[src/rtl/t_inverter_array.sv]
// rtl/t_inverter_array.sv - pipelined ternary inverter array (STI/NTI/PTI/BUF) with invalid-trit tracking
module t_inverter_array #(
    parameter int N_TRITS = 8,
    parameter int CNT_W   = 16
) (
    input  logic                   clk,
    input  logic                   rst,
    input  logic                   in_valid,
    output logic                   in_ready,
    input  logic [2*N_TRITS-1:0]   in_data,
    input  logic [1:0]             in_mode,
    output logic                   out_valid,
    input  logic                   out_ready,
    output logic [2*N_TRITS-1:0]   out_data,
    output logic [N_TRITS-1:0]     out_err,
    input  logic                   err_clr,
    output logic [CNT_W-1:0]       err_count
);

    typedef enum logic [1:0] {
        MODE_STI = 2'b00,
        MODE_NTI = 2'b01,
        MODE_PTI = 2'b10,
        MODE_BUF = 2'b11
    } mode_t;

    // Invalid encodings collapse to state 1, so 2'b11 can never leave the unit.
    function automatic logic [1:0] map_trit(input logic [1:0] t, input mode_t m);
        logic [1:0] r;
        r = 2'b01;
        if (t != 2'b11) begin
            case (m)
                MODE_STI: r = (t == 2'b00) ? 2'b10 : (t == 2'b01) ? 2'b01 : 2'b00;
                MODE_NTI: r = (t == 2'b00) ? 2'b10 : 2'b00;
                MODE_PTI: r = (t == 2'b10) ? 2'b00 : 2'b10;
                MODE_BUF: r = t;
                default:  r = 2'b01;
            endcase
        end
        return r;
    endfunction

    logic [2*N_TRITS-1:0] mapped;
    logic [N_TRITS-1:0]   bad;
    logic                 accept;
    logic                 xfer;

    assign in_ready = !out_valid || out_ready;
    assign accept   = in_valid && in_ready;
    assign xfer     = out_valid && out_ready;

    always_comb begin
        mapped = '0;
        bad    = '0;
        for (int i = 0; i < N_TRITS; i++) begin
            mapped[2*i +: 2] = map_trit(in_data[2*i +: 2], mode_t'(in_mode));
            bad[i]           = (in_data[2*i +: 2] == 2'b11);
        end
    end

    always_ff @(posedge clk) begin
        if (rst) begin
            out_valid <= 1'b0;
            out_data  <= '0;
            out_err   <= '0;
        end else if (accept) begin
            out_valid <= 1'b1;
            out_data  <= mapped;
            out_err   <= bad;
        end else if (xfer) begin
            out_valid <= 1'b0;
        end
    end

    // Clear beats a same-cycle increment; the counter sticks at all-ones.
    always_ff @(posedge clk) begin
        if (rst) begin
            err_count <= '0;
        end else if (err_clr) begin
            err_count <= '0;
        end else if (accept && (|bad) && (err_count != {CNT_W{1'b1}})) begin
            err_count <= err_count + CNT_W'(1);
        end
    end

endmodule

[config.mk]
export PLATFORM = sky130hd
export DESIGN_NAME = t_inverter_array
export DESIGN_NICKNAME = d
export VERILOG_FILES = /design/src/rtl/t_inverter_array.sv
export SDC_FILE = /design/constraint.sdc
export NUM_CORES = 1
export LEC_CHECK = 0
export CAP_MARGIN = 5
export CORE_MARGIN = 4
export CORE_UTILIZATION = 35
export DETAILED_ROUTE_END_ITERATION = 16
export SETUP_SLACK_MARGIN = 0.4
export SYNTH_ARGS = -nofsm -noshare
export SYNTH_HDL_FRONTEND = slang
export SYNTH_SLANG_ARGS = --single-unit
[constraint.sdc]
create_clock -name clk -period 2.3 [get_ports clk]
set_input_delay 0.46 -clock clk [delete_from_list [all_inputs] [get_ports clk]]
set_output_delay 0.46 -clock clk [all_outputs]
set_load 0.01 [all_outputs]
==> Word-level counts from Yosys, hierarchy flattened <==
Index checks and enable logic that the tools add are counted.
{ "totals": {"regBits": 41, "input_bits": 23} }
{ "op_classes": {"add_sub_neg": 1, "n_eq_ne": 36, "mux": 50, "reduce_logical": 18} }
{ "ops": {"columns": ["operator", "n"], "rows": [
  ["$mux 2", 32],
  ["$pmux 2 s4", 8],
  ["$eq 2x2->1 const B", 18],
  ["$eq 2x1->1 const B", 9],
  ["$logic_not 2->1", 9],
  ["$add 16x1->16 const B", 1],
  ["$ne 16x16->1 const B", 1],
  ["$ne 2x2->1 const B", 8],
  ["$mux 1", 10],
  ["$reduce_or 8->1", 1],
  ["$logic_and 1x1->1", 4],
  ["$reduce_bool 2->1", 1],
  ["$reduce_or 2->1", 1],
  ["$logic_not 1->1", 1],
  ["$logic_or 1x1->1", 1]
]} }

==> Longest topological paths before layout <==
{ "logic_depth": {"depth_word": 5, "ltp_mapped": 7, "ltp_nobuf": 6} }

==> Worst setup path before layout <==
No wires, ideal clock.
{ "synth_path": {"path_type": "input port to flip-flop", "startpoint": "input out_ready", "endpoint": "register err_count[10]", "arrival_ps": 1673, "required_ps": 2185, "path_slack_ps": 513, "cell_stages": 7, "n_path_buf": 2, "path_cell_list": "nand2b_2 -> and2_1 -> clkbuf_8 -> o2111ai_4 -> buf_6 -> o31a_2 -> o21a_1"} }
{ "synth_between": {"elab_chain_cells": 4} }
{ "synth_rtl": {"columns": ["item", "line", "source"], "rows": [
  ["start, declared", "13", "input logic out_ready,"],
  ["$logic_or 1x1->1", "48", "assign in_ready = !out_valid || out_ready;"],
  ["$logic_and 1x1->1", "49", "assign accept = in_valid && in_ready;"],
  ["$logic_and 1x1->1 (2 in series)", "81", "end else if (accept && (|bad) && (err_count != {CNT_W{1'b1}})) begin"],
  ["end signal, assigned", "82", "err_count <= err_count + CNT_W'(1);"],
  ["end, declared", "17", "output logic [CNT_W-1:0] err_count"]
]} }
No other way between the ends.
A chain may end at the register's enable or synchronous reset.

==> Worst setup path in the final report <==
{ "layout_path": {"startpoint": "register err_count[7]", "endpoint": "output err_count[7]"} }
No word-level cell between the ends.

==> out/metrics.yaml <==
drt:
  wirelength_um: 6230
  antenna_left: 0
  vias_per_cell: 5.40
  drc: 0
  routedWlPerCell_um: 15.1
  drt_pass1_iterations: 4
  vias: 2224
  drt_iter0_markers: 169
global_routing:
  grt_pass1_wl_um: 9700
  grt_pass1_vias: 1948
  grt_max_degree: 28
  track_usage_pct: 16.7
  overflow: 0
  antenna_found_initial: 0
logic_synthesis:
  synth_top_family_by_area: "simple AND/OR/NAND/NOR gates"
  async_reset_ff_share_pct: 0
  ys_seq_area_share_pct: 40.0
  synth_xor_xnor_area_share_pct: 0.427
  synth_seq_cells: 41
  syn_area_um2: 2050
  avgSynthCellArea_um2: 8.17
  ys_top_cells_by_area: "dfxtp_1 40%, a21oi_1 6.6%, nand2_1 4.9%"
  yosys.area.top_type_share_pct: 40.0
  synth_edf_count: 0
  synth_simple_gate_area_share_pct: 31.6
  ys_warn_count: 0
  syn-instance-count: 251
  synth_mux_area_share_pct: 0.488
  synth_fa_ha_area_share_pct: 0.610
  synthFlopType: "dfxtp_1"
  synth_compound_area_share_pct: 22.3
  synthesis.nets: 275
  yosys.area.top_type: "dfxtp_1"
  ys_types: 40
worst_setup_path:
  rrSetupSlack_ns: 0.55
  crit_chain: "clkdlybuf4s50_1"
  cp-end-kind: "output port"
  required_ns: 1.84
  r2r_end: "err_count[12]$_SDFFE_PP0P_"
  r2r_cells: 5
  crit_path_max_fanout: 7
  path_delay_family: "buffers and inverters"
  startpoint_type: "register"
  crit_buf_inv: 1
  setup.worst_path.class: "reg -> out"
  reg2reg_from: "err_count[0]$_SDFFE_PP0P_"
  critPathMaxStageDelay_ns: 0.61
  arrival_ns: 1.44
  critPathSlowestCell: "clkdlybuf4s50_1"
hold_path:
  worstHoldPathType: "reg -> reg"
  whs_path_depth: 2
  holdCritStartpoint: "out_data[2]$_SDFFE_PP0P_"
  whs_endpoint: "out_data[2]$_SDFFE_PP0P_"
floorplanning:
  core_um2: 5610
  die_width_um: 84.5
  die_h_um: 84.5
  dieArea_um2: 7150
  initial_core_util_pct: 36.6
  rows: 27
  io_pins: 65
timing:
  max_freq_ghz: 0.525
  setup_viol_count_final: 0
  post-route-period-util_pct: 82.8
  final_hold_viol_count: 0
  setup_ws_ns: 0.395
  fin_crit_ns: 1.90
  final.setup.tns_ns: 0
  rsz0062_at_grt: "true"
  relSlewSlack_pct: 50.2
  tightest_slew_ns: 0.741
  fin_skew_ns: 0.00934
  maxSlewViolCount: 0
cts:
  cts_made_buffers: 5
  clkLatencyLatePin_ns: 0.30
  cts.sinks: 41
  cts_hold_buf: 0
  cts_tree: "built"
  clkTransAtPathRegs_ns: 0.08
  ctsHtreeMaxLevel: 2
  root_buffer: "clkbuf_8"
  clockBufferDepth: 2
outcome:
  status: "completed"
layout:
  drive_gt1_share_pct: 18.5
  diodes: 0
  syn2layout_area_growth_pct: 51.6
  final_cells: 412
  final_area_um2: 3110
  nets: 363
power:
  peakVddDrop_uv: 252
  cellLeakagePower_nw: 1.16
  power_mw: 1.51
  power.density_nw_per_um2: 486
placement:
  placed_area_um2: 2890
  place_inst: 398
  dp_hpwl_um: 4480
  numPortBuffers: 64
  place_congestion: 0.839
  dp_worst_setup_slack_ns: 0.0212
run:
  max_cap_viol_count: 0
## cells by family after synthesis
group | count (synthesis)
compound gates | 71
xor+xnor | 1
fa+ha+maj | 1
buf+inv | 18
flops | 41
mux | 1
simple gates | 118
## flip-flops by register name, indices dropped and copies added (netlist names)
signal,cells
out_valid,1
err_count,16
out_err,8
out_data,16
## where the power goes
group,switching [mW],internal (mW)
combinational,0.143,0.153
sequential,0.0147,0.736
clock,0.252,0.211
total,0.410,1.10
## what timing repair did
| item | in CTS | in global routing |
|---|---|---|
| buffers inserted | 3 | 1 |
| cloned | 0 | 2 |
| endpoints found under the setup margin | 7 | 12 |
| resized for setup | 4 | 27 |
| pin swaps | 1 | 9 |
## metrics by stage
stage                     hold WS [ns]  util [%]
after global routing             0.484      55.4
final                            0.457      55.4
after CTS                        0.457      53.6
after floorplan                  0.476         -
after detailed placement         0.446      51.6
after global placement           0.442      51.6
## cell type report
type	count	area (µm²)
Sequential cell	41	821
Clock buffer	6	72.6
Multi-Input combinational cell	193	1200
Fill cell	540	2500
Tap cell	72	90.1
Inverter	3	11.3
Timing Repair Buffer	95	903
Clock inverter	2	10.0
## cell usage in the layout, fill, tap and decap left out, types with 2 or more instances in the layout
cell type        instances
a211oi_1                 8
a21oi_1                 26
and2_4                   2
and3_1                   2
buf_4                   28
buf_6                    2
clkbuf_8                 5
clkdlybuf4s50_1         53
clkinv_2                 2
dfxtp_1                 41
dlymetal6s2s_1          10
inv_1                    3
nand2_1                 19
nand2_2                  8
nand3_1                  7
nand3b_1                 8
nand4_1                  6
nor2_1                  26
nor3_1                  16
nor4_2                   2
o211ai_1                11
o21ai_0                 13
o31ai_1                  4
o41ai_1                  2
or3_1                    7
or4_1                    6
or4_4                    2
## how the worst max path moves through the flow
stage / slack, ns / cells after the start / start / to
floorplan: 0.51 / 7 / out_ready / err_count[10]$_SDFFE_PP0P_
global placement: 0.06 / 7 / in_data[9] / err_count[15]$_SDFFE_PP0P_
detailed placement: 0.02 / 7 / out_ready / err_count[15]$_SDFFE_PP0P_
CTS: 0.33 / 7 / in_data[11] / err_count[15]$_SDFFE_PP0P_
global route: 0.36 / 1 / err_count[7]$_SDFFE_PP0P_ / err_count[7]
finish: 0.40 / 1 / err_count[7]$_SDFFE_PP0P_ / err_count[7]
## cells in the mapped netlist, types with 2 or more instances
library cell / n
nand2_1: 27
o31ai_1: 4
or4_1: 7
dfxtp_1: 41
nand3_1: 7
buf_1: 2
o41ai_1: 3
nor2_1: 26
buf_6: 2
nand3b_1: 8
nand4_1: 6
or3_1: 7
inv_1: 3
and2_1: 2
nor3_1: 16
nor4_2: 2
a21oi_1: 27
o21ai_0: 13
and3_1: 2
o211ai_1: 11
a211oi_1: 8
clkbuf_1: 9
## routing by layer
metal  track usage (%)  wire, µm  up-vias
li1                  -         -     1114
met1              22.9      2890     1049
met2              26.3      3000       57
met3              3.83       269        4
met4              4.75        70        0
met5                 0         0        -
Note: power is estimated with default switching activity, not from simulation.
